`src/rtl/div_seq_ctrl.sv`:
```
// rtl/div_seq_ctrl.sv - restoring divider sequencer driving an external adder/subtractor
module div_seq_ctrl #(
    parameter int WIDTH = 4
) (
    input  logic             CLK,
    input  logic             RST_N,
    input  logic             START,
    input  logic [WIDTH-1:0] DIVIDEND,
    input  logic [WIDTH-1:0] DIVISOR,
    output logic             BUSY,
    output logic             DONE,
    output logic             DIV0,
    output logic [WIDTH-1:0] QUOT,
    output logic [WIDTH-1:0] REM,
    output logic [WIDTH-1:0] ALU_A,
    output logic [WIDTH-1:0] ALU_B,
    output logic             ALU_SEL,
    input  logic [WIDTH-1:0] ALU_SUM,
    input  logic             ALU_COUT
);

    localparam int CW = (WIDTH > 1) ? $clog2(WIDTH) : 1;

    typedef enum logic [1:0] {
        ST_IDLE,
        ST_ITER,
        ST_ZERO
    } state_t;

    state_t           state_q, state_d;
    logic [WIDTH-1:0] d_q, d_d;
    logic [WIDTH-1:0] q_q, q_d;
    logic [WIDTH-1:0] r_q, r_d;
    logic [CW-1:0]    cnt_q, cnt_d;
    logic [WIDTH-1:0] quot_q, quot_d;
    logic [WIDTH-1:0] rem_q, rem_d;
    logic             div0_q, div0_d;
    logic             done_q, done_d;
    logic             busy_q, busy_d;

    // Partial remainder for this iteration: R shifted left with the next
    // dividend bit, keeping the bit that falls off the top (rt). When rt is
    // set the true partial remainder is >= 2^WIDTH > D, so the subtract is
    // always taken and the wrapped ALU result is the correct new remainder.
    logic             rt;
    logic [WIDTH-1:0] ps;
    logic             ok;
    logic [WIDTH-1:0] alu_a;
    logic [WIDTH-1:0] alu_b;
    logic             alu_sel;

    // Shift/compare datapath feeding the external subtractor.
    always_comb begin
        {rt, ps} = {r_q, q_q[WIDTH-1]};
        ok       = rt | ALU_COUT;
    end

    // Next-state, register updates and ALU drive.
    always_comb begin
        state_d = state_q;
        d_d     = d_q;
        q_d     = q_q;
        r_d     = r_q;
        cnt_d   = cnt_q;
        quot_d  = quot_q;
        rem_d   = rem_q;
        div0_d  = div0_q;
        done_d  = 1'b0;
        busy_d  = busy_q;
        alu_a   = '0;
        alu_b   = '0;
        alu_sel = 1'b0;

        case (state_q)
            ST_IDLE: begin
                if (START) begin
                    d_d    = DIVISOR;
                    q_d    = DIVIDEND;
                    r_d    = '0;
                    div0_d = 1'b0;
                    busy_d = 1'b1;
                    if (DIVISOR != '0) begin
                        cnt_d   = CW'(WIDTH - 1);
                        state_d = ST_ITER;
                    end else begin
                        state_d = ST_ZERO;
                    end
                end
            end

            ST_ITER: begin
                alu_a   = ps;
                alu_b   = d_q;
                alu_sel = 1'b1;
                r_d     = ok ? ALU_SUM : ps;
                q_d     = {q_q[WIDTH-2:0], ok};
                cnt_d   = cnt_q - 1'b1;
                if (cnt_q == '0) begin
                    cnt_d   = '0;
                    quot_d  = q_d;
                    rem_d   = r_d;
                    done_d  = 1'b1;
                    busy_d  = 1'b0;
                    state_d = ST_IDLE;
                end
            end

            ST_ZERO: begin
                // Dividend was parked in the quotient register at START.
                quot_d  = '1;
                rem_d   = q_q;
                div0_d  = 1'b1;
                done_d  = 1'b1;
                busy_d  = 1'b0;
                state_d = ST_IDLE;
            end

            default: begin
                state_d = ST_IDLE;
            end
        endcase
    end

    // State and datapath registers; reset aborts any division in flight.
    always_ff @(posedge CLK or negedge RST_N) begin
        if (!RST_N) begin
            state_q <= ST_IDLE;
            d_q     <= '0;
            q_q     <= '0;
            r_q     <= '0;
            cnt_q   <= '0;
            quot_q  <= '0;
            rem_q   <= '0;
            div0_q  <= 1'b0;
            done_q  <= 1'b0;
            busy_q  <= 1'b0;
        end else begin
            state_q <= state_d;
            d_q     <= d_d;
            q_q     <= q_d;
            r_q     <= r_d;
            cnt_q   <= cnt_d;
            quot_q  <= quot_d;
            rem_q   <= rem_d;
            div0_q  <= div0_d;
            done_q  <= done_d;
            busy_q  <= busy_d;
        end
    end

    assign BUSY    = busy_q;
    assign DONE    = done_q;
    assign DIV0    = div0_q;
    assign QUOT    = quot_q;
    assign REM     = rem_q;
    assign ALU_A   = alu_a;
    assign ALU_B   = alu_b;
    assign ALU_SEL = alu_sel;

endmodule

```
`config.mk`:
```
export PLATFORM = sky130hd
export DESIGN_NAME = div_seq_ctrl
export DESIGN_NICKNAME = d
export VERILOG_FILES = /design/src/rtl/div_seq_ctrl.sv
export SDC_FILE = /design/constraint.sdc
export NUM_CORES = 1
export LEC_CHECK = 0
export ABC_AREA = 1
export CAP_MARGIN = 20
export CORE_MARGIN = 2
export CORE_UTILIZATION = 30
export DETAILED_ROUTE_END_ITERATION = 10
export SYNTH_ARGS = -nofsm -noshare
export SYNTH_HDL_FRONTEND = slang
export SYNTH_SLANG_ARGS = --single-unit
```
`constraint.sdc`:
```
create_clock -name CLK -period 1.2 [get_ports CLK]
set_input_delay 0.12 -clock CLK [delete_from_list [all_inputs] [get_ports CLK]]
set_output_delay 0.12 -clock CLK [all_outputs]
set_load 0.1 [all_outputs]
```
**After elaboration in Yosys (flattened, before gate mapping)**

Index checks and enable logic that the tools add are counted.

- Reductions and logical operators: 14
- Bitwise logic cells: 1
- Eq/ne operators: 5
- Mux-type cells: 27
- Add/subtract/negate cells: 1

Operator list:

| operator | count |
|---|---|
| 4-bit case mux with 2 select lines | 4 |
| 4-bit 2-to-1 mux | 7 |
| 2-bit 2-to-1 mux | 6 |
| 2-bit AND reduction | 5 |
| 2-bit case mux with 2 select lines | 2 |
| 2-bit != test (second input constant) | 3 |
| 3-bit AND reduction | 2 |
| 2-bit nonzero test | 3 |
| 1-bit 2-to-1 mux | 5 |
| 2-bit logical NOT | 2 |
| 1-bit case mux with 2 select lines | 2 |
| 4-bit nonzero test | 1 |
| 1-bit case mux with 3 select lines | 1 |
| 3-bit nonzero test | 1 |
| 2-bit by 1-bit equality test with 1-bit output (second input constant) | 1 |
| 2-bit equality test (second input constant) | 1 |
| 2-bit by 1-bit subtractor with 2-bit output (second input constant) | 1 |
| 1-bit OR | 1 |

- Output and inout bits: 20
- Word-level logic and storage cells: 58
- Register bits after elaboration: 27

**Longest topological paths before layout**

- Word-level depth: 4
- Depth in mapped cells: 8
- Gate-level depth less buffers: 8

**Least setup slack after synthesis**

Ideal clock, no wire load.

- Kind: reg-to-reg
- Start: register state_q[1]
- End: register q_q[3]
- Data required time: 1.131 ns
- Stages on the path, launching flop included: 7
- Arrival time: 2.033 ns
- Buffers on the path: 0
- Clock period less this slack: 2.101 ns
- Slack: -0.901 ns
- Setup time: 0.069 ns
- Cells stage by stage: dfrtp_1 -> inv_1 -> ha_1 -> inv_1 -> o21ai_2 -> o211ai_1 -> nand2_1

- Cells in the longest elaborated chain, start to end: 3
- Elaborated cells on any way between the ends: 6
- Classes of those cells: eq/ne (2); mux (1); reduce/logical (3)

RTL lines:

| element | line | RTL |
|---|---|---|
| start: declaration | 30 | `state_t state_q, state_d;` |
| start signal: assignment | 138 | `state_q <= state_d;` |
| 2-bit by 1-bit equality test with 1-bit output or 2-bit logical NOT (tied branches) | 74 | `case (state_q)` |
| 2-bit nonzero test (no source line) or 2-bit != test (tied branches) | n/a |  |
| 2-bit AND reduction (no source line) | n/a |  |
| end signal: assignment | 140 | `q_q <= q_d;` |
| end: declaration | 32 | `logic [WIDTH-1:0] q_q, q_d;` |

Parallel ways exist; a longest one is shown, timed or not.
A chain may end at the register's enable or synchronous reset.

**Worst setup path after layout**

- Start: register state_q[1]
- End: output ALU_A[0]

- Cells in the longest elaborated chain, start to end: 2

RTL lines:

| element | line | RTL |
|---|---|---|
| 2-bit by 1-bit equality test with 1-bit output | 74 |  |
| 4-bit 2-to-1 mux | 74 |  |
| end: declaration | 15 | `output logic [WIDTH-1:0] ALU_A,` |

No other way between the ends.

==> results.sh <==
export IMPL_failed_checks="negative setup slack"
export IMPL_num_vias=1408
export IMPL_drtAntennaViolNets=0
export IMPL_vias_per_cell=4.51
export IMPL_totalNegativeSetupSlack_ns=-7.68
export IMPL_drt_wirelength_per_cell_um=12.1
export IMPL_critical_path_arrival_ns=1.42
export IMPL_worst_slew_margin_rel_pct=71.1
export IMPL_diodes=0
export IMPL_cts_hold_buf=0
export IMPL_layout_area_growth_over_synthesis_pct=81.6
export IMPL_drc_violations_left=0
export IMPL_ys_seq_elements=27
export IMPL_initial_core_util_pct=30.9
export IMPL_crit_path_start_kind="flop"
export IMPL_worst_clock_skew_ns=0.00829
export IMPL_reg2reg_depth=8
export IMPL_max_cap_violations=0
export IMPL_cts_root_buffer="sky130_fd_sc_hd__clkbuf_8"
export IMPL_top_achievable_clock_speed_mhz=650
export IMPL_placeableCoreArea_um2=4690
export IMPL_grt_overflow_total=0
export IMPL_layout_core_utilization_pct=56.0
export IMPL_nNetsFinal=280
export IMPL_critical_path_cell_list="inv_2 -> ha_4 -> buf_12 -> nand2_4 -> clkinvlp_4 -> buf_12"
export IMPL_post_route_min_period_ns=1.54
export IMPL_worstSetupPathType="reg2out"
export IMPL_rsz0062_at_grt="yes"
export IMPL_largest_net_degree_at_the_start_of_global_routing=28
export IMPL_yosysSeqAreaShare_pct=46.7
export IMPL_clockBufferDepth=2
export IMPL_hold_viol=0
export IMPL_hold_slack_ns=0.190
export IMPL_min_period_over_period_pct=128
export IMPL_critical_path_peak_fanout=6
export IMPL_place_gp_congestion=0.877
export IMPL_detailedRoute_firstPassIterationCount=4
export IMPL_worst_path_most_repeated_cell="sky130_fd_sc_hd__buf_12"
export IMPL_cts_made_buffers=3
export IMPL_run_status="finished, violations left"
export IMPL_post_place_ws_ns=-0.187
export IMPL_critical_path_required_ns=1.08
export IMPL_chipHeight_um=73.5
export IMPL_port_buffers=35
export IMPL_hold_class="in2async"
export IMPL_synth_net_count=212
export IMPL_wire_length_of_the_first_global_routing_pass_mm=6.35
export IMPL_regToRegStartpoint="state_q[1]"
export IMPL_reg2reg_slack_ns=-0.30
export IMPL_post_synth_num_cell_types=20
export IMPL_syn_cell_area_um2=1450
export IMPL_worst_slew_pin_slew_ns=0.433
export IMPL_worst_skew_pair_late_latency_ns=0.28
export IMPL_mostFrequentLayoutCells="65 x sky130_fd_sc_hd__nand2_1, 26 x sky130_fd_sc_hd__dfrtp_1, 22 x sky130_fd_sc_hd__buf_12"
export IMPL_mostFrequentLayoutCell="sky130_fd_sc_hd__nand2_1"
export IMPL_grt_pass1_vias=1375
export IMPL_post_route_worst_setup_slack_ns=-0.339
export IMPL_global_route_usage_total_pct=15.3
export IMPL_proportion_of_layout_cells_with_a_drive_suffix_above_1_pct=40.7
export IMPL_yosysWarningCount=0
export IMPL_drt_first_iter_violations=82
export IMPL_initial_antenna_violation_count=0
export IMPL_cpPeakStageDelay_ns=0.41
export IMPL_clkSinkCount=27
export IMPL_avgSynthCellArea_um2=7.58
export IMPL_cts_reportedPaths_clkPinSlew_ns=0.10
export IMPL_crit_slowest_cell="sky130_fd_sc_hd__dfrtp_1"
export IMPL_number_of_standard_cells_after_synthesis=191
export IMPL_rows=25
export IMPL_setup_violations_final=36
export IMPL_critPathCaptureType="output pin"
export IMPL_route_final_wire_length_mm=3.79
export IMPL_die_width_um=73.5
export IMPL_floorplan_io_pins=36
export IMPL_detailed_place_hpwl_mm=2.75
export IMPL_r2r_end="cnt_q[0]"
export IMPL_tritoncts="yes"
export IMPL_final_max_slew_viol_count=0
export IMPL_die_area_um2=5400
export IMPL_cts_max_level=1
[cell families after synthesis]
group / Yosys count / synth area share, %
AO/OA/AOI/OAI: 22 / 8.30
buffers and inverters: 23 / 6.40
AND/OR/NAND/NOR: 114 / 34.3
flip-flops: 27 / 46.7
adder cells (fa/ha/maj): 5 / 4.32
[area by class of cell]
| cell class | count | area, um2 |
|---|---|---|
| multi-input combinational | 143 | 896 |
| clock buffer | 3 | 41.3 |
| sequential | 27 | 677 |
| inverter | 22 | 128 |
| timing repair buffer | 62 | 812 |
| clock inverter | 1 | 7.51 |
| fill | 412 | 2060 |
| tap | 54 | 67.6 |
[per-layer routing]
metal	track usage, %	routed length, um
met2	24.7	1940
met3	3.57	94
met1	20.1	1730
met4	5.05	19
met5	0	0
[Yosys cell counts]
library cell / count / area, um2
sky130_fd_sc_hd__nand2_1: 73 / 274
sky130_fd_sc_hd__dfrtp_1: 27 / 676
sky130_fd_sc_hd__inv_1: 19 / 71.3
sky130_fd_sc_hd__nor2_1: 16 / 60.1
sky130_fd_sc_hd__nand3_1: 13 / 65.1
sky130_fd_sc_hd__a21oi_1: 9 / 45.0
sky130_fd_sc_hd__o21ai_0: 9 / 45.0
sky130_fd_sc_hd__ha_1: 5 / 62.6
sky130_fd_sc_hd__nand2_2: 4 / 25.0
sky130_fd_sc_hd__nand2_4: 3 / 33.8
sky130_fd_sc_hd__inv_2: 2 / 7.51
sky130_fd_sc_hd__nor2_2: 2 / 12.5
sky130_fd_sc_hd__o21ai_2: 2 / 17.5
sky130_fd_sc_hd__buf_4: 1 / 7.51
sky130_fd_sc_hd__inv_4: 1 / 6.26
sky130_fd_sc_hd__nand4_1: 1 / 6.26
sky130_fd_sc_hd__nor2_4: 1 / 11.3
sky130_fd_sc_hd__o211ai_1: 1 / 7.51
sky130_fd_sc_hd__o21ai_1: 1 / 5.00
sky130_fd_sc_hd__or2_4: 1 / 8.76
[registers in the layout (all words and copies together) (netlist names)]
signal and count:
BUSY 1, DIV0 1, DONE 1, QUOT 4
REM 4, cnt_q 2, d_q 4, q_q 4
r_q 4, state_q 2
[worst max path at each step]
stage	slack, ns	end	from	cells after the start
floorplan	-0.16	ALU_A[0]	state_q[0]	4
global placement	-0.14	r_q[2]	state_q[0]	7
detailed placement	-0.19	r_q[0]	state_q[1]	7
CTS	-0.36	ALU_B[2]	state_q[1]	6
global route	-0.42	ALU_A[0]	state_q[1]	6
finish	-0.34	ALU_A[0]	state_q[1]	6
[metrics by stage]
step / std cells / instance area (um2)
after floorplan: 191 / 1550
after global placement: 295 / 2300
after detailed placement: 295 / 2300
after CTS: 308 / 2500
after global routing: 312 / 2630
final: 312 / 2630
[repair_timing]
item | CTS | global route
gates resized for setup | 21 | 25
cloned | 1 | 1
setup endpoints to repair | 35 | 36
pin swaps | 10 | 12
buffers inserted | 8 | 4
[critical path: cells and delay by family (launching register included)]
kind / cells / cell delay, ns
flops: 1 / 0.41
buf+inv: 4 / 0.48
simple gates: 1 / 0.05
fa+ha+maj: 1 / 0.19
Power is not shown: default switching activity piles up to over one toggle a cycle in this logic, so the estimate is an artifact.
